--- src/rtl/r_alu_arbiter_pkg.sv ---
// rtl/r_alu_arbiter_pkg.sv - R-type func codes, arbiter FSM states and legality check
package r_alu_arbiter_pkg;

  // r_func = {funct7[5], funct7[0], funct3}
  typedef enum logic [4:0] {
    R_ADD  = 5'b00000,
    R_SUB  = 5'b10000,
    R_SLL  = 5'b00001,
    R_SLT  = 5'b00010,
    R_SLTU = 5'b00011,
    R_XOR  = 5'b00100,
    R_SRL  = 5'b00101,
    R_SRA  = 5'b10101,
    R_OR   = 5'b00110,
    R_AND  = 5'b00111
  } r_func_t;

  typedef enum logic [1:0] {
    IDLE,
    EXEC,
    RESP
  } arb_state_t;

  // Only the ten base RV32I R-type ops; anything with funct7[0] set (M-extension) is rejected
  function automatic logic is_legal_r_func(input logic [4:0] f);
    case (f)
      R_ADD, R_SUB, R_SLL, R_SLT, R_SLTU,
      R_XOR, R_SRL, R_SRA, R_OR, R_AND: return 1'b1;
      default:                          return 1'b0;
    endcase
  endfunction

endpackage

--- src/rtl/r_alu_arbiter_if.sv ---
// rtl/r_alu_arbiter_if.sv - requester, shared-unit and response signals of the arbiter
interface r_alu_arbiter_if #(
  parameter int XLEN = 32,
  parameter int NREQ = 2,
  parameter int IDW  = $clog2(NREQ)
);

  logic [NREQ-1:0]           req_valid;
  logic [NREQ-1:0]           req_ready;
  logic [NREQ-1:0][4:0]      req_func;
  logic [NREQ-1:0][XLEN-1:0] req_rv1;
  logic [NREQ-1:0][XLEN-1:0] req_rv2;

  logic [4:0]                alu_func;
  logic [XLEN-1:0]           alu_rv1;
  logic [XLEN-1:0]           alu_rv2;
  logic [XLEN-1:0]           alu_rd;

  logic                      rsp_valid;
  logic                      rsp_ready;
  logic [IDW-1:0]            rsp_id;
  logic [XLEN-1:0]           rsp_data;
  logic                      rsp_err;

  // Requesters, the shared execute unit and the response consumer
  modport master (
    output req_valid, req_func, req_rv1, req_rv2, alu_rd, rsp_ready,
    input  req_ready, alu_func, alu_rv1, alu_rv2, rsp_valid, rsp_id, rsp_data, rsp_err
  );

  // The arbiter itself
  modport slave (
    input  req_valid, req_func, req_rv1, req_rv2, alu_rd, rsp_ready,
    output req_ready, alu_func, alu_rv1, alu_rv2, rsp_valid, rsp_id, rsp_data, rsp_err
  );

endinterface

--- src/rtl/r_alu_arbiter_rr_arbiter.sv ---
// rtl/r_alu_arbiter_rr_arbiter.sv - combinational round-robin grant search
module rr_arbiter #(
  parameter int NREQ = 2,
  parameter int IDW  = $clog2(NREQ)
) (
  input  logic [NREQ-1:0] req_i,
  input  logic [IDW-1:0]  ptr_i,
  output logic [NREQ-1:0] gnt_o,
  output logic [IDW-1:0]  gnt_idx_o,
  output logic            any_gnt_o
);

  // One extra bit so ptr+k cannot overflow before the explicit wrap compare
  localparam logic [IDW:0] NREQ_W = (IDW+1)'(NREQ);

  // First asserted request at or after ptr, upward with wrap modulo NREQ
  always_comb begin
    logic [IDW:0] cand;
    cand      = '0;
    gnt_o     = '0;
    gnt_idx_o = '0;
    any_gnt_o = 1'b0;
    for (int k = 0; k < NREQ; k++) begin
      cand = {1'b0, ptr_i} + (IDW+1)'(k);
      if (cand >= NREQ_W) begin
        cand = cand - NREQ_W;
      end
      if (!any_gnt_o && req_i[cand[IDW-1:0]]) begin
        gnt_o[cand[IDW-1:0]] = 1'b1;
        gnt_idx_o            = cand[IDW-1:0];
        any_gnt_o            = 1'b1;
      end
    end
  end

endmodule

--- src/rtl/r_alu_arbiter.sv ---
// rtl/r_alu_arbiter.sv - round-robin sharing of one R-type execute unit between requesters
module r_alu_arbiter
  import r_alu_arbiter_pkg::*;
#(
  parameter int XLEN = 32,
  parameter int NREQ = 2,
  parameter int IDW  = $clog2(NREQ)
) (
  input logic             clk,
  input logic             reset,
  r_alu_arbiter_if.slave  bus
);

  localparam logic [IDW-1:0] LAST_ID = IDW'(NREQ - 1);

  arb_state_t      state_q;
  logic [IDW-1:0]  rr_ptr_q;
  logic [IDW-1:0]  rr_ptr_d;
  logic [IDW-1:0]  id_q;
  logic [4:0]      func_q;
  logic [XLEN-1:0] rv1_q;
  logic [XLEN-1:0] rv2_q;
  logic            rsp_valid_q;
  logic [IDW-1:0]  rsp_id_q;
  logic [XLEN-1:0] rsp_data_q;
  logic            rsp_err_q;

  logic [NREQ-1:0] gnt;
  logic [IDW-1:0]  gnt_idx;
  logic            any_gnt;
  logic            func_legal;

  rr_arbiter #(
    .NREQ (NREQ),
    .IDW  (IDW)
  ) u_rr_arbiter (
    .req_i     (bus.req_valid),
    .ptr_i     (rr_ptr_q),
    .gnt_o     (gnt),
    .gnt_idx_o (gnt_idx),
    .any_gnt_o (any_gnt)
  );

  assign func_legal = is_legal_r_func(func_q);

  // Explicit compare keeps the wrap correct when NREQ is not a power of two
  assign rr_ptr_d = (id_q == LAST_ID) ? '0 : id_q + IDW'(1);

  // Offer the grant only while idle and out of reset, so at most one ready bit is ever set
  assign bus.req_ready = (state_q == IDLE && reset) ? gnt : '0;

  assign bus.alu_func  = func_q;
  assign bus.alu_rv1   = rv1_q;
  assign bus.alu_rv2   = rv2_q;
  assign bus.rsp_valid = rsp_valid_q;
  assign bus.rsp_id    = rsp_id_q;
  assign bus.rsp_data  = rsp_data_q;
  assign bus.rsp_err   = rsp_err_q;

  // Accept -> one execute cycle on the shared unit -> hold response until consumed
  always_ff @(posedge clk) begin
    if (!reset) begin
      state_q     <= IDLE;
      rr_ptr_q    <= '0;
      id_q        <= '0;
      func_q      <= R_ADD;
      rv1_q       <= '0;
      rv2_q       <= '0;
      rsp_valid_q <= 1'b0;
      rsp_id_q    <= '0;
      rsp_data_q  <= '0;
      rsp_err_q   <= 1'b0;
    end else begin
      case (state_q)
        IDLE: begin
          if (any_gnt) begin
            func_q  <= bus.req_func[gnt_idx];
            rv1_q   <= bus.req_rv1[gnt_idx];
            rv2_q   <= bus.req_rv2[gnt_idx];
            id_q    <= gnt_idx;
            state_q <= EXEC;
          end
        end
        EXEC: begin
          rsp_data_q  <= func_legal ? bus.alu_rd : '0;
          rsp_id_q    <= id_q;
          rsp_err_q   <= !func_legal;
          rsp_valid_q <= 1'b1;
          state_q     <= RESP;
        end
        RESP: begin
          if (bus.rsp_ready) begin
            rsp_valid_q <= 1'b0;
            rr_ptr_q    <= rr_ptr_d;
            state_q     <= IDLE;
          end
        end
        default: begin
          state_q <= IDLE;
        end
      endcase
    end
  end

endmodule

--- src/flat_wrapper.sv ---
// flat-port wrapper written by rule: the top's interface ports become plain ports
module r_alu_arbiter_flat import r_alu_arbiter_pkg::*;
#(
  parameter int XLEN = 32,
  parameter int NREQ = 2,
  parameter int IDW  = $clog2(NREQ)
)
  (clk, reset, bus_req_valid, bus_req_func, bus_req_rv1, bus_req_rv2, bus_alu_rd, bus_rsp_ready, bus_req_ready, bus_alu_func, bus_alu_rv1, bus_alu_rv2, bus_rsp_valid, bus_rsp_id, bus_rsp_data, bus_rsp_err);
  r_alu_arbiter_if #(.XLEN(XLEN), .NREQ(NREQ), .IDW(IDW)) bus_i ();
  input logic clk;
  input logic reset;
  input wire logic [$bits(bus_i.req_valid)-1:0] bus_req_valid;
  input wire logic [$bits(bus_i.req_func)-1:0] bus_req_func;
  input wire logic [$bits(bus_i.req_rv1)-1:0] bus_req_rv1;
  input wire logic [$bits(bus_i.req_rv2)-1:0] bus_req_rv2;
  input wire logic [$bits(bus_i.alu_rd)-1:0] bus_alu_rd;
  input wire logic [$bits(bus_i.rsp_ready)-1:0] bus_rsp_ready;
  output wire logic [$bits(bus_i.req_ready)-1:0] bus_req_ready;
  output wire logic [$bits(bus_i.alu_func)-1:0] bus_alu_func;
  output wire logic [$bits(bus_i.alu_rv1)-1:0] bus_alu_rv1;
  output wire logic [$bits(bus_i.alu_rv2)-1:0] bus_alu_rv2;
  output wire logic [$bits(bus_i.rsp_valid)-1:0] bus_rsp_valid;
  output wire logic [$bits(bus_i.rsp_id)-1:0] bus_rsp_id;
  output wire logic [$bits(bus_i.rsp_data)-1:0] bus_rsp_data;
  output wire logic [$bits(bus_i.rsp_err)-1:0] bus_rsp_err;
  assign bus_i.req_valid = bus_req_valid;
  assign bus_i.req_func = bus_req_func;
  assign bus_i.req_rv1 = bus_req_rv1;
  assign bus_i.req_rv2 = bus_req_rv2;
  assign bus_i.alu_rd = bus_alu_rd;
  assign bus_i.rsp_ready = bus_rsp_ready;
  assign bus_req_ready = bus_i.req_ready;
  assign bus_alu_func = bus_i.alu_func;
  assign bus_alu_rv1 = bus_i.alu_rv1;
  assign bus_alu_rv2 = bus_i.alu_rv2;
  assign bus_rsp_valid = bus_i.rsp_valid;
  assign bus_rsp_id = bus_i.rsp_id;
  assign bus_rsp_data = bus_i.rsp_data;
  assign bus_rsp_err = bus_i.rsp_err;
  r_alu_arbiter #(.XLEN(XLEN), .NREQ(NREQ), .IDW(IDW)) u_core (.clk(clk), .reset(reset), .bus(bus_i));
endmodule
--- config.mk ---
export PLATFORM = sky130hd
export DESIGN_NAME = r_alu_arbiter_flat
export DESIGN_NICKNAME = d
export VERILOG_FILES = /design/src/rtl/r_alu_arbiter_pkg.sv /design/src/rtl/r_alu_arbiter_if.sv /design/src/rtl/r_alu_arbiter_rr_arbiter.sv /design/src/rtl/r_alu_arbiter.sv /design/src/flat_wrapper.sv
export SDC_FILE = /design/constraint.sdc
export NUM_CORES = 1
export LEC_CHECK = 0
export CAP_MARGIN = 10
export CELL_PAD_IN_SITES_DETAIL_PLACEMENT = 1
export CELL_PAD_IN_SITES_GLOBAL_PLACEMENT = 1
export CORE_ASPECT_RATIO = 1.1
export CORE_MARGIN = 2
export CORE_UTILIZATION = 22
export DETAILED_ROUTE_END_ITERATION = 8
export PLACE_DENSITY = 0.74
export SYNTH_ARGS = -nofsm -noshare
export SYNTH_HDL_FRONTEND = slang
export SYNTH_SLANG_ARGS = --single-unit
export TNS_END_PERCENT = 30
--- constraint.sdc ---
create_clock -name clk -period 1.45 [get_ports clk]
set_clock_uncertainty 0.05 [all_clocks]
set_input_delay 0.29 -clock clk [delete_from_list [all_inputs] [get_ports clk]]
set_output_delay 0.29 -clock clk [all_outputs]
set_load 0.01 [all_outputs]
== Yosys cells after proc, flatten, opt, wreduce, memory -nomap -nowiden ==
Memories as Yosys holds them, arrays and structs flattened. A register that Yosys moved wholly into a read port is not among the register bits.
Cells that the tools add are included.

* Bits in writable memories: 0
* Memories kept: 1
* Latch bits: 0
* ROM bits: 32
* Output and inout port bits: 106
* Flip-flop bits (word level): 108

{| class="wikitable"
|+ Memory list
! memory !! depth !! width !! read ports !! clocked after Yosys merged registers in !! write ports !! line !! text
|-
| (no name shown) || 32 || 1 || 1 || 1 || 0 || r_alu_arbiter_pkg.sv:26 || <nowiki>case (f)</nowiki>
|}

* $mul: 0
* Order comparisons: 7
* Add/sub/neg operators: 4
* Div/mod/pow operators: 0
* Multiplexer cells: 32
* Shift-type cells: 0
* Bitwise gates (word level): 1
* Equality and inequality tests: 4
* Reduce and logical (&&, ||, !) cells: 12

{| class="wikitable"
|+ Operator list
! kind !! count
|-
| two-way mux 32 bit || 5
|-
| two-way mux 5 bit || 4
|-
| two-way mux 1 bit || 14
|-
| two-way mux 2 bit || 5
|-
| AND reduction 2 bit || 4
|-
| less-than comparator 1 x 2 -> 1 bit (second input constant) || 3
|-
| one-hot mux 2 bit (3 select lines) || 1
|-
| logical AND 1 bit || 4
|-
| adder 1 x 1 -> 2 bit (second input constant) || 1
|-
| demux 1 bit (select 1 bit) || 2
|-
| == test 2 x 1 -> 1 bit (second input constant) || 1
|-
| == test 2 bit (second input constant) || 1
|-
| greater-or-equal comparator 1 bit (second input constant) || 2
|-
| greater-or-equal comparator 1 x 2 -> 1 bit (second input constant) || 1
|-
| greater-or-equal comparator 2 bit (second input constant) || 1
|-
| logical NOT 1 bit || 2
|-
| logical NOT 2 bit || 1
|-
| inequality test 2 x 1 -> 1 bit (second input constant) || 1
|-
| inequality test 2 bit (second input constant) || 1
|-
| bitwise OR 2 bit || 1
|-
| one-hot mux 1 bit (2 select lines) || 1
|-
| nonzero test 2 bit || 1
|-
| subtractor 1 bit (second input constant) || 2
|-
| adder 1 bit (second input constant) || 1
|}

== Logic depth before layout (Yosys ltp) ==
Gate-level depths: netlist (run 1).

* Depth after elaboration: 12
* Depth in mapped cells: 7
* Depth with buffers taken out: 5

== Hierarchy ==
A second synthesis (run 1) with hierarchy kept.

* Cells, all modules: 492
* Area, all modules: 4874.7 um^2

{| class="wikitable"
|+ By module, submodules not included
! module !! times used !! sequential area each (um^2) !! cells each !! area an instance (um^2)
|-
| r_alu_arbiter || 1 || 2182.1 || 487 || 4842.1
|-
| rr_arbiter || 1 || 0.0 || 5 || 32.5
|}

== Worst setup path before layout (run 1) ==
No wires, ideal clock.

* Path type: flip-flop to output port
* From: register u_core.rr_ptr_q
* To: output port bus_req_ready[1]
* Arrival: 1179 ps
* Setup slack: -69 ps
* Cell stages (with the launch flop): 6
* Path through: dfxtp_1 -> nand2b_1 -> nand2_1 -> buf_2 -> buf_1 -> nor2_1

* Cells in the longest elaborated chain, start to end: 10
* Elaborated cells between the ends (all ways): 28
* Classes of those cells: 3 x add/sub; 6 x order compare; 14 x mux; 1 x bitwise; 4 x reduce/logical

{| class="wikitable"
|+ Ends and longest elaborated chain
! what !! line !! text
|-
| start, declared || r_alu_arbiter.sv:17 || <nowiki>logic [IDW-1:0] rr_ptr_q;</nowiki>
|-
| start signal, assigned || r_alu_arbiter.sv:94 || <nowiki>rr_ptr_q <= rr_ptr_d;</nowiki>
|-
| adder 1 x 1 -> 2 bit, or another cell as far along || r_alu_arbiter_rr_arbiter.sv:24 || <nowiki>cand = {1'b0, ptr_i} + (IDW+1)'(k);</nowiki>
|-
| greater-or-equal comparator 2 bit, or another cell as far along || r_alu_arbiter_rr_arbiter.sv:25 || <nowiki>if (cand >= NREQ_W) begin</nowiki>
|-
| two-way mux 1 bit, or another cell as far along || r_alu_arbiter_rr_arbiter.sv:25 ||
|-
| less-than comparator 1 x 2 -> 1 bit (not written as such), or another cell as far along || r_alu_arbiter_rr_arbiter.sv:29 || <nowiki>gnt_o[cand[IDW-1:0]] = 1'b1;</nowiki>
|-
| logical AND 1 bit (not written as such) or two-way mux 1 bit (tied branches) || r_alu_arbiter_rr_arbiter.sv:29 ||
|-
| two-way mux 1 bit (not written as such) or demux 1 bit (select 1 bit) (tied branches) || r_alu_arbiter_rr_arbiter.sv:29 ||
|-
| demux 1 bit (select 1 bit) or two-way mux 2 bit (tied branches) || r_alu_arbiter_rr_arbiter.sv:29, r_alu_arbiter_rr_arbiter.sv:28 ||
|-
| bitwise OR 2 bit (no line) || -- ||
|-
| two-way mux 2 bit (*) || r_alu_arbiter_rr_arbiter.sv:28 || <nowiki>if (!any_gnt_o && req_i[cand[IDW-1:0]]) begin</nowiki>
|-
| two-way mux 2 bit (*) || r_alu_arbiter.sv:50 || <nowiki>assign bus.req_ready = (state_q == IDLE && reset) ? gnt : '0;</nowiki>
|-
| end, declared || flat_wrapper.sv:18 || <nowiki>output wire logic [$bits(bus_i.req_ready)-1:0] bus_req_ready;</nowiki>
|}

Mark *: on every way between the ends. The rest lies on a longest branch, timed or not. The select of a mux whose other input is x is not followed.

== Worst setup path after layout (run 1) ==
* From: register u_core.state_q[0]
* To: output port bus_req_ready[0]

* Cells in the longest elaborated chain, start to end: 3

{| class="wikitable"
|+ Ends and longest elaborated chain
! what !! line !! text
|-
| start, declared || r_alu_arbiter.sv:16 || <nowiki>arb_state_t state_q;</nowiki>
|-
| start signal, assigned || r_alu_arbiter.sv:63 || <nowiki>state_q <= IDLE;</nowiki>
|-
| start signal, assigned || r_alu_arbiter.sv:81 || <nowiki>state_q <= EXEC;</nowiki>
|-
| start signal, assigned || r_alu_arbiter.sv:89 || <nowiki>state_q <= RESP;</nowiki>
|-
| logical NOT 2 bit || r_alu_arbiter.sv:50 ||
|-
| logical AND 1 bit || r_alu_arbiter.sv:50 ||
|-
| two-way mux 2 bit || r_alu_arbiter.sv:50 ||
|}

No other way between the ends.

==> results of run 1 <==
-- cells by family (layout without fill, tap and decap cells) --
logic type             after synthesis  after routing  share of synthesized area (%)
AND/OR/NAND/NOR                    278            278                          25.28
AO/OA/AOI/OAI                      129            129                          19.96
flip-flops                         109            109                          48.88
buffers and inverters               57            394                          5.689
XOR/XNOR                             1              1                         0.1962
-- repair_timing --
item                                    CTS  global route
endpoints found under the hold margin     0             0
gates cloned                             17             1
endpoints found under the setup margin  201           105
resized for setup                       202            77
setup buffers                            35            16
pin swaps                                44            34
-- cells in the final DEF, fill, tap and decap left out, types with 2 or more instances in the layout --
cell               n
a311oi_1          35
a21oi_2            7
nand2_2            3
buf_2              3
nor2_1            36
nand2_1          164
a31oi_1            8
buf_16             8
nand3_2            3
dfxtp_4            2
buf_12            21
and2_1             3
inv_1              3
dlygate4sd2_1    104
a311oi_2          20
clkdlybuf4s50_1  172
clkinvlp_4         2
nand3_1           33
buf_6             25
buf_8              8
a21oi_1           41
a31oi_2            2
bufbuf_16          2
nor2_4            12
nor2_2            15
a31oi_4            3
o21ai_0            6
clkbuf_16         10
nand3b_1           2
buf_4             30
clkbuf_1           2
dfxtp_1          106
-- through the flow --
step                hold slack [ns]  area, sq um  power (uW)  utilization, %  std cells
finish                       0.4027         9246        9166           46.55       1163
global route                 0.4343         9246        9626           46.55       1163
CTS                          0.4061         9012        9102           45.37       1159
detailed placement           0.3980         7786        6179           39.20       1095
global placement             0.3884         7786        6129           39.20       1095
floorplan                    0.3939         4474        4567               -        574
-- layer usage --
| metal | routed length (microns) | part of all wire [%] | track usage [%] |
|---|---|---|---|
| met2 | 11820 | 53 | 37.68 |
| met1 | 8683 | 39 | 21.70 |
| met3 | 1379 | 6.2 | 4.919 |
| met5 | 0 | 0 | 0 |
| met4 | 452 | 2.0 | 6.429 |
-- final timing paths --
path / startpoint / end / slack [ns] / cells after the start
setup / recovery: u_core.state_q[0] / bus_req_ready[0] / -0.32 / 5
hold / removal: u_core.bus.rsp_data[2] / u_core.bus.rsp_data[2] / 0.40 / 2
setup reg to reg: u_core.state_q[0] / u_core.func_legal / -0.20 / 9
hold reg to reg: u_core.bus.rsp_data[2] / u_core.bus.rsp_data[2] / 0.40 / 2
-- power by group through the flow --
stage | Sequential (uW) | Combinational, uW | Clock [uW]
global placement | 3580 | 2550 | 0
detailed placement | 3590 | 2590 | 0
global route | 3590 | 3530 | 2510
CTS | 3520 | 3180 | 2400
floorplan | 3700 | 866 | 0
finish | 3550 | 3290 | 2330
-- state kept, by name, indices dropped and copies added (netlist names), 2 cells and up --
name and cells:
u_core.state_q 2, u_core.bus.alu_rv2 32, u_core.bus.alu_rv1 32, u_core.bus.alu_func 5, u_core.bus.rsp_data 32
-- area by class of cell --
type                            instances  area share (%)
Timing Repair Buffer                  376           43.49
Multi-Input combinational cell        408           26.47
Sequential cell                       109           23.69
Tap cell                              252           3.410
Clock buffer                           11           2.517
Clock inverter                          3          0.2571
Inverter                                4          0.1624
-- worst register-to-register path: cells and delay by family (launching register included) --
| family | cells | cell delay [ns] |
|---|---|---|
| buf+inv | 5 | 0.65 |
| compound gates | 3 | 0.38 |
| flops | 1 | 0.35 |
| simple gates | 1 | 0.11 |
==> reports/results.txt, run 1 <==
later-pin clock latency in the skew report -> 0.35 ns
Tightest Pin Transition -> 0.4399 ns
CP peak stage delay -> 0.35 ns
vias in the first global route -> 6128
top_reg_cell synth -> dfxtp_1
clock sinks -> 109
setup ws final -> -0.3192 ns
final-report hold violation count -> 0
post-synth top area share -> 48.88%
n_diodes -> 0
failing checks -> setup timing
warnings from Yosys -> 0
clock transition at the registers of the reported paths -> 0.07 ns
max_slew headroom -> 70.67%
Switch Pwr -> 2863 uW
critical path class -> register to primary output
post-synth top area cell -> dfxtp_1
GRT Util Overall -> 19.97%
most frequent cell after synthesis -> nand2_1
Syn Nets -> 749
Rows -> 54
cts hold-fix bufs -> 0
endpoints failing setup -> 71
max-slew violation count -> 0
delay-heaviest family, CP -> flip-flops
cell area after synthesis -> 4464 sq um
die height -> 153.4 microns
H-tree levels -> 3
post-synth cell types -> 25
layout cell share with drive strength beyond 1 -> 20.97%
effective utilization at floorplan -> 22.47%
grt ovf -> 0
Setup crit start kind -> register
Post-Synthesis Cells -> 574
Port Buffers -> 280
DRT Pass-1 Iters -> 4
TritonCTS clock tree -> built
Reg power frac -> 38.7%
Layout area overhead -> 107.1%
commonest cells in the netlist -> nand2_1, dfxtp_1, nor2_1
combinational share of power -> 35.9%
Crit Path Max Fanout -> 3
DRT iter0 DRCs -> 168
PD cells -> 991.3 nW/um^2
Max-Cap Viols -> 0
VDD IR max -> 538.2 uV
Sw Ratio -> 31.23%
Die Wd -> 139.8 microns
gp weighted congestion -> 0.8260
TritonCTS Buffers -> 9
total core area -> 19860 sq um
Nets -> 1083
syn_area_per_cell -> 7.777 sq um
Post-synth EDFFs -> 0
clock buffer depth -> 2
total negative setup slack -> -6.127 ns
Seq/Total Area, Yosys -> 48.88%
largest net degree at the start of global routing -> 53
RSZ-0062 raised after global routing -> true
highest clock rate -> 0.5652 GHz
#FFs+latches synth -> 109
Hold WC Path Type -> register to register
multi-input logic area -> 2447 sq um
crit-path cells -> buf_4 -> nor2_4 -> nand2_4 -> a211oi_2 -> buf_2
Clock power frac -> 25.4%
LEAKAGE -> 0.003916 uW
pre-CTS setup slack -> -0.6529 ns
Reg area -> 2191 sq um
ys async rst share -> 0%
root buffer cell -> clkbuf_16
die area -> 21450 sq um
Worst path slowest cell -> dfxtp_4
Tcrit/Tclk final -> 122.0%
Pint -> 6303 uW
Crit. End Element -> primary output
vias -> 5596
top post-synthesis cells by area -> dfxtp_1, nand2_1, a311oi_1
Post-Route WL -> 22330 microns
Routed Antenna Nets -> 0
WP data arrival -> 1.43 ns
outcome -> finished with violations
Tmin final -> 1.769 ns
Routed WL per cell -> 19.20 microns
Via density -> 4.812
fillers -> 2325
Final HPWL DP -> 13630 microns
crit path buf inv count -> 2
CP required -> 1.11 ns
DR DRC count -> 0
first-pass GRT wire length -> 33780 microns
num ports -> 281
initial antenna violation count -> 0
No activity file was read; power rests on OpenSTA's default activity.
==> run 2: changes to the inputs <==
--- a/config.mk
+++ b/config.mk
@@ -12,7 +12,9 @@
 export CORE_MARGIN = 2
 export CORE_UTILIZATION = 22
 export DETAILED_ROUTE_END_ITERATION = 8
+export GPL_TIMING_DRIVEN = 0
 export PLACE_DENSITY = 0.74
+export RECOVER_POWER = 25
 export SYNTH_ARGS = -nofsm -noshare
 export SYNTH_HDL_FRONTEND = slang
 export SYNTH_SLANG_ARGS = --single-unit
==> reports/results.txt, run 2 (synthesis results as in run 1) <==
total core area -> 19860 sq um (unchanged)
setup ws final -> -0.2005 ns (+0.1187 ns)
Max-Cap Viols -> 0 (unchanged)
clock buffer depth -> 2 (unchanged)
Layout area overhead -> 93.13%
R2R Setup Slk -> -0.18 ns (+0.02 ns)
GRT Util Overall -> 18.47% (-1.5 points)
Nets -> 1071 (-1.1%)
clock transition at the registers of the reported paths -> 0.07 ns (about the same)
n_diodes -> 0 (unchanged)
WP data arrival -> 1.31 ns (-0.12 ns)
LEAKAGE -> 0.003696 uW (-5.6%)
DRT iter0 DRCs -> 127 (-24%)
most common cell after layout, fill and taps aside -> clkdlybuf4s50_1
first-pass GRT wire length -> 31270 microns (-7.4%)
Hold WC Path Type -> input pin to register
max-slew violation count -> 0 (unchanged)
reg2reg start -> u_core.rr_ptr_q
highest clock rate -> 0.6059 GHz (+7.2%)
TritonCTS Buffers -> 9 (unchanged)
Area after DPL -> 7572 sq um (-2.7%)
final instance area -> 8622 sq um (-6.8%)
Crit Path Max Fanout -> 2 (-1)
effective utilization at floorplan -> 22.47% (unchanged)
VDD IR max -> 533.8 uV (-0.81%)
failing checks -> setup timing
initial antenna violation count -> 2 (+2)
Via density -> 4.644 (-3.5%)
Design Power -> 8901 uW (-2.9%)
Die Wd -> 139.8 microns (unchanged)
die height -> 153.4 microns (unchanged)
largest net degree at the start of global routing -> 17 (-68%)
Post-Route WL -> 20670 microns (-7.4%)
crit path from -> u_core.rr_ptr_q
Setup crit start kind -> register
Setup crit end -> bus_req_ready[1]
later-pin clock latency in the skew report -> 0.35 ns (about the same)
Port Buffers -> 278 (-0.71%)
die area -> 21450 sq um (unchanged)
CP required -> 1.11 ns (about the same)
Critical R2R Capture -> u_core.bus.alu_rv2[11]
PD cells -> 1032 nW/um^2 (+4.1%)
worst reg2reg path depth -> 8 (-1)
outcome -> finished with violations
critical path class -> register to primary output
Crit. End Element -> primary output
Tcrit/Tclk final -> 113.8% (-8.2 points)
vias -> 5354 (-4.3%)
max_slew headroom -> 61.13% (-9.5 points)
commonest cells after routing, fill and taps aside -> clkdlybuf4s50_1, nand2_1, dfxtp_1
layout cell share with drive strength beyond 1 -> 13.76% (-7.2 points)
H-tree levels -> 3 (unchanged)
grt ovf -> 0 (unchanged)
Rows -> 54 (unchanged)
Tmin final -> 1.651 ns (-0.1187 ns)
TritonCTS clock tree -> built
Routed Antenna Nets -> 0 (unchanged)
DRT Pass-1 Iters -> 4 (unchanged)
Routed WL per cell -> 17.93 microns (-6.6%)
clock sinks -> 109 (unchanged)
final-report hold violation count -> 0 (unchanged)
vias in the first global route -> 5733 (-6.4%)
Tightest Pin Transition -> 0.5830 ns (+0.1431 ns)
num ports -> 281 (unchanged)
endpoints failing setup -> 57 (-20%)
WHS -> 0.3371 ns (-0.06554 ns)
DR DRC count -> 0 (unchanged)
RSZ-0062 raised after global routing -> true
Final HPWL DP -> 14880 microns (+9.1%)
gp weighted congestion -> 0.7779 (-5.8%)
root buffer cell -> clkbuf_16
-- run 2: worst min-delay path by stage --
stage / startpoint / to / depth (start not counted)
final: bus_req_valid[1] / u_core.bus.alu_func[3] / 3
after global routing: bus_req_valid[1] / u_core.bus.alu_func[3] / 3
after CTS: bus_req_valid[1] / u_core.bus.alu_func[3] / 3
after detailed placement: u_core.bus.rsp_data[15] / u_core.bus.rsp_data[15] / 2
after global placement: u_core.bus.rsp_data[31] / u_core.bus.rsp_data[31] / 2
after floorplan: bus_req_rv1[59] / u_core.bus.alu_rv1[27] / 2
-- run 2: layer usage --
layer	global-route usage, %	routed length, microns
met1	20.45	8278
met4	5.286	342
met2	33.87	10540
met5	0	25
met3	5.702	1491
-- run 2: where the power goes --
group          switching (uW)  total (uW)  internal [uW]
clock                    1150        2670           1520
sequential                174        3500           3320
combinational            1300        2730           1430
total                    2630        8900           6270
-- run 2: area by class of cell --
class	count	area, sq um
Inverter	4	15.01
Fill cell	2343	11240
Clock buffer	12	236.5
Tap cell	252	315.3
Sequential cell	109	2191
Multi-Input combinational cell	408	2236
Buffer	53	489.2
Clock inverter	4	72.57
Timing Repair Buffer	311	3067
-- run 2: timing repair --
| item | in CTS | in global routing |
|---|---|---|
| buffers inserted | 14 | 14 |
| cloned | 5 | 0 |
| pin swaps | 11 | 22 |
| resized for setup | 190 | 77 |
| setup endpoints to repair | 214 | 101 |
| hold buffers | 0 | 0 |
-- run 2: through the flow --
stage / worst slack [ns] / util [%] / instances / TNS [ns]
after CTS: -0.2491 / 41.40 / 1139 / -6.607
final: -0.2005 / 43.41 / 1153 / -5.017
after floorplan: 0.002228 / - / 574 / 0
after detailed placement: -1.166 / 38.12 / 1104 / -73.89
after global routing: -0.2643 / 43.41 / 1153 / -12.97
after global placement: -1.167 / 38.12 / 1104 / -70.93
-- run 2: worst max-delay path, cell delays in order (launching register included) --
cell,delay [ns]
dfxtp_2,0.34
nand2b_4,0.14
nand2_4,0.06
buf_8,0.12
buf_8,0.11
nor2_4,0.07
buf_6,0.11
